==> src/rtl/instr_dec_if.sv <==
// Decoder-facing bundle: instruction handshake in, datapath strobes/data out.
// master = fetch/datapath side, slave = decoder.
interface instr_dec_if #(
    parameter int NBDATA = 32,
    parameter int NBOPCO = 6,
    parameter int NBOPER = 9,
    parameter int MDATAW = 8,
    parameter int SDEPTH = 16
);
    localparam int SPW = $clog2(SDEPTH + 1);

    logic              instr_valid;
    logic              instr_ready;
    logic [NBOPCO-1:0] opcode;
    logic [NBOPER-1:0] operand;
    logic              dsp_push;
    logic              dsp_pop;
    logic              mem_wr;
    logic [MDATAW-1:0] mem_addr;
    logic [NBDATA-1:0] mem_data_in;
    logic [NBDATA-1:0] io_in;
    logic              io_in_valid;
    logic [3:0]        ula_op;
    logic [NBDATA-1:0] ula_data;
    logic              req_in;
    logic              out_en;
    logic              srf;
    logic              busy;
    logic              stk_ovf;
    logic              stk_unf;
    logic              illegal;
    logic [SPW-1:0]    sp_cnt;

    modport slave (
        input  instr_valid, opcode, operand, mem_data_in, io_in, io_in_valid,
        output instr_ready, dsp_push, dsp_pop, mem_wr, mem_addr, ula_op, ula_data,
               req_in, out_en, srf, busy, stk_ovf, stk_unf, illegal, sp_cnt
    );

    modport master (
        output instr_valid, opcode, operand, mem_data_in, io_in, io_in_valid,
        input  instr_ready, dsp_push, dsp_pop, mem_wr, mem_addr, ula_op, ula_data,
               req_in, out_en, srf, busy, stk_ovf, stk_unf, illegal, sp_cnt
    );
endinterface

==> src/rtl/instr_dec_pl.sv <==
// Handshaked instruction decoder: EXEC strobes one cycle after accept (+MLTLAT/DIVLAT, or until io_in_valid for IN).
// instr_ready is a pure state decode, low while waiting on the ULA or input port.
module instr_dec_pl #(
    parameter int NBDATA = 32,
    parameter int NBOPCO = 6,
    parameter int NBOPER = 9,
    parameter int MDATAW = 8,
    parameter int SDEPTH = 16,
    parameter int MLTLAT = 2,
    parameter int DIVLAT = 4
) (
    input logic        clk,
    input logic        rst,
    instr_dec_if.slave bus
);
    localparam int SPW    = $clog2(SDEPTH + 1);
    localparam int MAXLAT = (MLTLAT > DIVLAT) ? MLTLAT : DIVLAT;
    localparam int CW     = $clog2(MAXLAT + 1);

    typedef enum logic [1:0] {IDLE, EXEC, WAIT_ALU, WAIT_IO} state_t;
    typedef enum logic [1:0] {C_ONE, C_MLT, C_DIV, C_IN} cls_t;

    typedef struct packed {
        logic [3:0] ula;
        logic       push;
        logic       pop;
        logic       wr;
        logic       rin;
        logic       oen;
        logic       srf;
        logic       bad;
        cls_t       cls;
    } dec_t;

    function automatic dec_t decode(input logic [NBOPCO-1:0] op);
        dec_t d;
        d = '0;
        case (int'(op))
            0:      d.ula = 4'd1;
            1:      begin d.ula = 4'd1; d.push = 1'b1; d.wr = 1'b1; end
            2:      d.wr = 1'b1;
            3:      begin d.ula = 4'd1; d.wr = 1'b1; d.pop = 1'b1; end
            4:      begin d.wr = 1'b1; d.push = 1'b1; end
            5, 6, 7, 8: d.ula = 4'd0;
            9:      begin d.srf = 1'b1; d.pop = 1'b1; end
            10:     begin d.ula = 4'd1; d.rin = 1'b1; d.pop = 1'b1; d.cls = C_IN; end
            11:     begin d.oen = 1'b1; d.pop = 1'b1; end
            12:     d.ula = 4'd5;
            14, 15: begin d.ula = 4'd2;  d.pop = op[0]; end
            16, 17: begin d.ula = 4'd3;  d.pop = op[0]; d.cls = C_MLT; end
            18, 19: begin d.ula = 4'd4;  d.pop = op[0]; d.cls = C_DIV; end
            24, 25: begin d.ula = 4'd9;  d.pop = op[0]; end
            28, 29: begin d.ula = 4'd11; d.pop = op[0]; end
            36:     d.ula = 4'd8;
            38, 39: begin d.ula = 4'd7;  d.pop = op[0]; end
            40, 41: begin d.ula = 4'd10; d.pop = op[0]; end
            42, 43: begin d.ula = 4'd6;  d.pop = op[0]; end
            default: d.bad = 1'b1;
        endcase
        return d;
    endfunction

    state_t            state_q, state_d;
    logic [CW-1:0]     cnt_q, cnt_d;
    dec_t              dec_q, dec_in;
    logic [MDATAW-1:0] addr_q;
    logic [NBDATA-1:0] cap_q;
    logic [SPW-1:0]    sp_q;
    logic              ovf_q, unf_q, ill_q;
    logic              rdy, accept, exec, push_ok, pop_ok, full, empty;

    assign rdy     = (state_q == IDLE) || (state_q == EXEC);
    assign accept  = bus.instr_valid && rdy;
    assign dec_in  = decode(bus.opcode);
    assign exec    = (state_q == EXEC);
    assign full    = (sp_q == SPW'(SDEPTH));
    assign empty   = (sp_q == '0);
    assign push_ok = exec && dec_q.push && !full;
    assign pop_ok  = exec && dec_q.pop && !empty;

    always_comb begin
        state_d = state_q;
        cnt_d   = cnt_q;
        unique case (state_q)
            IDLE, EXEC: begin
                if (accept) begin
                    case (dec_in.cls)
                        C_MLT:   begin state_d = WAIT_ALU; cnt_d = CW'(MLTLAT - 1); end
                        C_DIV:   begin state_d = WAIT_ALU; cnt_d = CW'(DIVLAT - 1); end
                        C_IN:    state_d = WAIT_IO;
                        default: state_d = EXEC;
                    endcase
                end else begin
                    state_d = IDLE;
                end
            end
            WAIT_ALU: begin
                if (cnt_q == '0) state_d = EXEC;
                else             cnt_d   = cnt_q - 1'b1;
            end
            WAIT_IO: if (bus.io_in_valid) state_d = EXEC;
            default: state_d = IDLE;
        endcase
    end

    always_ff @(posedge clk) begin
        if (!rst) begin
            state_q <= IDLE;
            cnt_q   <= '0;
            dec_q   <= '0;
            addr_q  <= '0;
            cap_q   <= '0;
            sp_q    <= '0;
            ovf_q   <= 1'b0;
            unf_q   <= 1'b0;
            ill_q   <= 1'b0;
        end else begin
            state_q <= state_d;
            cnt_q   <= cnt_d;
            if (accept) begin
                dec_q  <= dec_in;
                addr_q <= bus.operand[MDATAW-1:0];
                if (dec_in.bad) ill_q <= 1'b1;
            end
            if (state_q == WAIT_IO && bus.io_in_valid) cap_q <= bus.io_in;
            // push and pop never belong to the same instruction
            if (push_ok)     sp_q <= sp_q + 1'b1;
            else if (pop_ok) sp_q <= sp_q - 1'b1;
            if (exec && dec_q.push && full)  ovf_q <= 1'b1;
            if (exec && dec_q.pop  && empty) unf_q <= 1'b1;
        end
    end

    assign bus.instr_ready = rdy;
    assign bus.busy        = (state_q != IDLE);
    assign bus.dsp_push    = push_ok;
    assign bus.dsp_pop     = pop_ok;
    assign bus.mem_wr      = exec && dec_q.wr;
    assign bus.req_in      = exec && dec_q.rin;
    assign bus.out_en      = exec && dec_q.oen;
    assign bus.srf         = exec && dec_q.srf;
    assign bus.mem_addr    = addr_q;
    assign bus.ula_op      = dec_q.ula;
    assign bus.ula_data    = (exec && dec_q.rin) ? cap_q : bus.mem_data_in;
    assign bus.stk_ovf     = ovf_q;
    assign bus.stk_unf     = unf_q;
    assign bus.illegal     = ill_q;
    assign bus.sp_cnt      = sp_q;
endmodule

==> src/flat_wrapper.sv <==
// flat-port wrapper written by rule: the top's interface ports become plain ports
module instr_dec_pl_flat 
#(
    parameter int NBDATA = 32,
    parameter int NBOPCO = 6,
    parameter int NBOPER = 9,
    parameter int MDATAW = 8,
    parameter int SDEPTH = 16,
    parameter int MLTLAT = 2,
    parameter int DIVLAT = 4
)
  (clk, rst, bus_instr_valid, bus_opcode, bus_operand, bus_mem_data_in, bus_io_in, bus_io_in_valid, bus_instr_ready, bus_dsp_push, bus_dsp_pop, bus_mem_wr, bus_mem_addr, bus_ula_op, bus_ula_data, bus_req_in, bus_out_en, bus_srf, bus_busy, bus_stk_ovf, bus_stk_unf, bus_illegal, bus_sp_cnt);
  instr_dec_if #(.NBDATA(NBDATA), .NBOPCO(NBOPCO), .NBOPER(NBOPER), .MDATAW(MDATAW), .SDEPTH(SDEPTH)) bus_i ();
  input logic clk;
  input logic rst;
  input wire logic [$bits(bus_i.instr_valid)-1:0] bus_instr_valid;
  input wire logic [$bits(bus_i.opcode)-1:0] bus_opcode;
  input wire logic [$bits(bus_i.operand)-1:0] bus_operand;
  input wire logic [$bits(bus_i.mem_data_in)-1:0] bus_mem_data_in;
  input wire logic [$bits(bus_i.io_in)-1:0] bus_io_in;
  input wire logic [$bits(bus_i.io_in_valid)-1:0] bus_io_in_valid;
  output wire logic [$bits(bus_i.instr_ready)-1:0] bus_instr_ready;
  output wire logic [$bits(bus_i.dsp_push)-1:0] bus_dsp_push;
  output wire logic [$bits(bus_i.dsp_pop)-1:0] bus_dsp_pop;
  output wire logic [$bits(bus_i.mem_wr)-1:0] bus_mem_wr;
  output wire logic [$bits(bus_i.mem_addr)-1:0] bus_mem_addr;
  output wire logic [$bits(bus_i.ula_op)-1:0] bus_ula_op;
  output wire logic [$bits(bus_i.ula_data)-1:0] bus_ula_data;
  output wire logic [$bits(bus_i.req_in)-1:0] bus_req_in;
  output wire logic [$bits(bus_i.out_en)-1:0] bus_out_en;
  output wire logic [$bits(bus_i.srf)-1:0] bus_srf;
  output wire logic [$bits(bus_i.busy)-1:0] bus_busy;
  output wire logic [$bits(bus_i.stk_ovf)-1:0] bus_stk_ovf;
  output wire logic [$bits(bus_i.stk_unf)-1:0] bus_stk_unf;
  output wire logic [$bits(bus_i.illegal)-1:0] bus_illegal;
  output wire logic [$bits(bus_i.sp_cnt)-1:0] bus_sp_cnt;
  assign bus_i.instr_valid = bus_instr_valid;
  assign bus_i.opcode = bus_opcode;
  assign bus_i.operand = bus_operand;
  assign bus_i.mem_data_in = bus_mem_data_in;
  assign bus_i.io_in = bus_io_in;
  assign bus_i.io_in_valid = bus_io_in_valid;
  assign bus_instr_ready = bus_i.instr_ready;
  assign bus_dsp_push = bus_i.dsp_push;
  assign bus_dsp_pop = bus_i.dsp_pop;
  assign bus_mem_wr = bus_i.mem_wr;
  assign bus_mem_addr = bus_i.mem_addr;
  assign bus_ula_op = bus_i.ula_op;
  assign bus_ula_data = bus_i.ula_data;
  assign bus_req_in = bus_i.req_in;
  assign bus_out_en = bus_i.out_en;
  assign bus_srf = bus_i.srf;
  assign bus_busy = bus_i.busy;
  assign bus_stk_ovf = bus_i.stk_ovf;
  assign bus_stk_unf = bus_i.stk_unf;
  assign bus_illegal = bus_i.illegal;
  assign bus_sp_cnt = bus_i.sp_cnt;
  instr_dec_pl #(.NBDATA(NBDATA), .NBOPCO(NBOPCO), .NBOPER(NBOPER), .MDATAW(MDATAW), .SDEPTH(SDEPTH), .MLTLAT(MLTLAT), .DIVLAT(DIVLAT)) u_core (.clk(clk), .rst(rst), .bus(bus_i));
endmodule
==> config.mk <==
export PLATFORM = sky130hd
export DESIGN_NAME = instr_dec_pl_flat
export DESIGN_NICKNAME = d
export VERILOG_FILES = /design/src/rtl/instr_dec_if.sv /design/src/rtl/instr_dec_pl.sv /design/src/flat_wrapper.sv
export SDC_FILE = /design/constraint.sdc
export NUM_CORES = 1
export LEC_CHECK = 0
export ABC_AREA = 1
export ABC_CLOCK_PERIOD_IN_PS = 2600
export CAP_MARGIN = 15
export CORE_AREA = 3 3 102 104
export CTS_BUF_LIST = sky130_fd_sc_hd__clkbuf_16
export CTS_CLUSTER_SIZE = 30
export DETAILED_ROUTE_END_ITERATION = 6
export DIE_AREA = 0 0 105 107
export PLACE_DENSITY = 0.66
export SYNTH_ARGS = -nofsm -noshare
export SYNTH_HDL_FRONTEND = slang
export SYNTH_SLANG_ARGS = --single-unit
==> constraint.sdc <==
create_clock -name clk -period 2.6 [get_ports clk]
set_clock_uncertainty 0.2 [all_clocks]
set_input_delay 0.52 -clock clk [delete_from_list [all_inputs] [get_ports clk]]
set_output_delay 0.52 -clock clk [all_outputs]
set_load 0.02 [all_outputs]
==> flow_metrics.tcl <==
set metrics [dict create \
    status "completed" \
    routabilityCongestion 0.866 \
    grt_max_degree 66 \
    core_um2 9640 \
    synth_flop_cell "dfxtp_1" \
    cp.required_ps 1880 \
    power_switching_uw 657 \
    slew_headroom 0.665 \
    cts_sinks 63 \
    finalMaxSlewViolations 0 \
    crit_chain "buf_4 > nand2_4 > nor2_4 > nand2_4 > inv_1 > clkdlybuf4s50_1" \
    fp.dieH_um 107 \
    grt-ovfl-total 0 \
    drt_first_pass_iters 4 \
    cts_tree "yes" \
    syn_to_final_growth_pct 59.0 \
    hold_class "flip-flop to flip-flop" \
    fmax_mhz 406 \
    synth_compound_area_frac 0.222 \
    maxCapViolations 0 \
    yosys_register_bits 63 \
    ant_nets 0 \
    synth_top_area_cell "dfxtp_1" \
    synth_common_cells "o21ai_0 (87), nand2_1 (77), inv_1 (73), dfxtp_1 (63), a21oi_1 (52)" \
    yosysSeqAreaShare 0.382 \
    drtIter0Drc 136 \
    clk_path_buf_depth 2 \
    syn_area_um2 3300 \
    grt_usage 0.176 \
    finalCritPeriodShare 0.947 \
    syn_avg_cell_area_um2 6.75 \
    slowest_stage "clkdlybuf4s50_1" \
    rsz0062_at_grt "no" \
    grt_first_pass_wirelength_um 16000 \
    grt_pass1_vias 3395 \
    yosysTopAreaCellShare 0.382 \
    syn_nets 580 \
    htreeDepth 3 \
    synthArstFlopShare 0 \
    start_util 0.342 \
    worstRegToRegCells 12 \
    drive_gt1_frac 0.0764 \
    critPathMaxStageDelay_ps 600 \
    p_int_uw 1880 \
    ir_drop_mv 0.252 \
    postCtsSetupBuffers 0 \
    synth_fa_ha_area_frac 0.0326 \
    p_clk_frac 0.399 \
    worstSetupEndpointType "output pin" \
    wire_per_inst_um 12.8 \
    cts_buffers 9 \
    synthCells 489 \
    yosys.area_share.simple 0.227 \
    clock_latency_ps 320 \
    swShare 0.259 \
    antenna_found_initial 0 \
    die_w_um 105 \
    dp_hpwl_um 7450 \
    seqPwrFrac 0.399 \
    antenna_cells 0 \
    ys_top_cells_by_area "dfxtp_1 (38%), o21ai_0 (13%), nand2_1 (8.8%)" \
    place_area_um2 4920 \
    arrival_ps 1740 \
    synth-xor-area-share 0.00531 \
    start_kind "flip-flop" \
    fin_crit_ps 2460 \
    synth_mux_area_frac 0 \
    holdPathStages 2 \
    cp_max_fo 5 \
    vias 3573 \
    io_buffers 141 \
    num_rows 36 \
    hold_buffers 0 \
    ys_warn_count 0 \
    cp_common_cell "nand2_4" \
    powerDensity_nw_per_um2 483 \
    wirelength_um 9890 \
    synth_top_family_by_area "simple AND/OR/NAND/NOR gates" \
    die_area_um2 11200 \
    clk_pin_slew_ps 50 \
    finalNetCount 728 \
    share_comb_of_total_power 0.202 \
    fin_area_um2 5250 \
    synth_edf_count 0 \
    io_pins 143 \
    p_leak_uw 0.00249 \
    finalHoldViolCount 0 \
    synth.most_common_cell "o21ai_0" \
    yosysUniqueCellTypes 29 \
    setup_viol 0 \
    drc 0 \
    tightest_slew_ps 499 \
    path_class "flip-flop to output pin" \
    cts_root_buf "clkbuf_16" \
    vias_per_cell 4.62 \
    setup_tns_ps 0 \
]
registers in the layout, summed over array words and instances, names as in the netlist:
| name | flops |
|---|---|
| u_core.bus.illegal | 1 |
| u_core.bus.mem_addr | 8 |
| u_core.bus.sp_cnt | 5 |
| u_core.bus.stk_ovf | 1 |
| u_core.bus.stk_unf | 1 |
| u_core.bus.ula_op | 4 |
| u_core.cap_q | 32 |
| u_core.cnt_q | 3 |
| u_core.dec_q | 6 |
| u_core.state_q | 2 |
placed cells by master (no fill, tap or decap):
master	instances
clkdlybuf4s50_1	105
o21ai_0	87
nand2_1	77
inv_1	75
dfxtp_1	63
a21oi_1	52
nor2_1	50
dlymetal6s2s_1	31
buf_4	22
nand3_1	21
clkbuf_16	9
ha_1	7
clkinv_1	5
dlygate4sd2_1	5
nand4_1	4
nand2_4	4
nor2_4	4
nand3_2	3
nor3_1	3
inv_2	2
nor2_2	2
o31ai_1	2
nand2_2	1
a21oi_2	1
o21ai_1	1
a211oi_1	1
xnor2_1	1
xor2_1	1
fa_1	1
buf_12	1
power groups by stage:
stage,logic [uW],registers [uW],clock network [uW]
2_1_floorplan,221,1050,0
3_3_place_gp,515,1030,0
3_5_place_dp,522,1030,0
4_1_cts,522,1010,1040
5_1_grt,561,1010,1080
6_report,512,1010,1010
layout make-up:
type                       instances  area, um2
clock buffer                       9        225
clock inverter                     6       22.5
fill                             961       4390
inverter                          76        285
multi-input combinational        323       1620
sequential                        63       1260
tap                              133        166
timing repair buffer             164       1670
routing by layer:
metal / GRT usage / part of all wire / wire [um]
met2: 0.303 / 0.48 / 4700
met1: 0.217 / 0.45 / 4460
met4: 0.0590 / 0.012 / 116
met5: 0 / 0 / 0
met3: 0.0379 / 0.062 / 612
critical path, delay by kind of cell, from the launching register on:
family	cells	cell delay [ps]
flops	1	330
simple gates	3	290
buf+inv	3	800
per-stage QoR:
| step | setup slack [ps] | power (uW) | utilization | hold slack, ps | cells |
|---|---|---|---|---|---|
| final | 139 | 2530 | 0.544 | 243 | 774 |
| after CTS | 0.989 | 2570 | 0.535 | 246 | 774 |
| after global routing | 14.8 | 2650 | 0.544 | 268 | 774 |
| after global placement | -96.5 | 1540 | 0.510 | 233 | 759 |
| after detailed placement | -194 | 1550 | 0.510 | 239 | 759 |
| after floorplan | 408 | 1270 | - | 224 | 489 |
what timing repair did:
item | CTS | global route
pin swaps | 0 | 2
resized for setup | 5 | 34
cloned | 0 | 0
endpoints found under the setup margin | 5 | 30
final timing paths:
path	slack [ps]	to	start
max reg2reg	410	u_core.bus.sp_cnt[4]$_SDFFE_PN0P_	u_core.bus.sp_cnt[0]$_SDFFE_PN0P_
max	140	bus_dsp_pop	u_core.state_q[0]$_SDFFE_PN0P_
min	240	u_core.cap_q[4]$_SDFFE_PN0P_	u_core.cap_q[4]$_SDFFE_PN0P_
min reg2reg	240	u_core.cap_q[4]$_SDFFE_PN0P_	u_core.cap_q[4]$_SDFFE_PN0P_
cells by family (layout without fill, tap and decap cells):
| kind of cell | Yosys count | count (layout) |
|---|---|---|
| XOR/XNOR | 2 | 2 |
| AND/OR/NAND/NOR | 169 | 169 |
| adder cells (fa/ha/maj) | 8 | 8 |
| AO/OA/AOI/OAI | 144 | 144 |
| flip-flops | 63 | 63 |
| buffers and inverters | 103 | 255 |
Power figures use the tool's default switching activity.
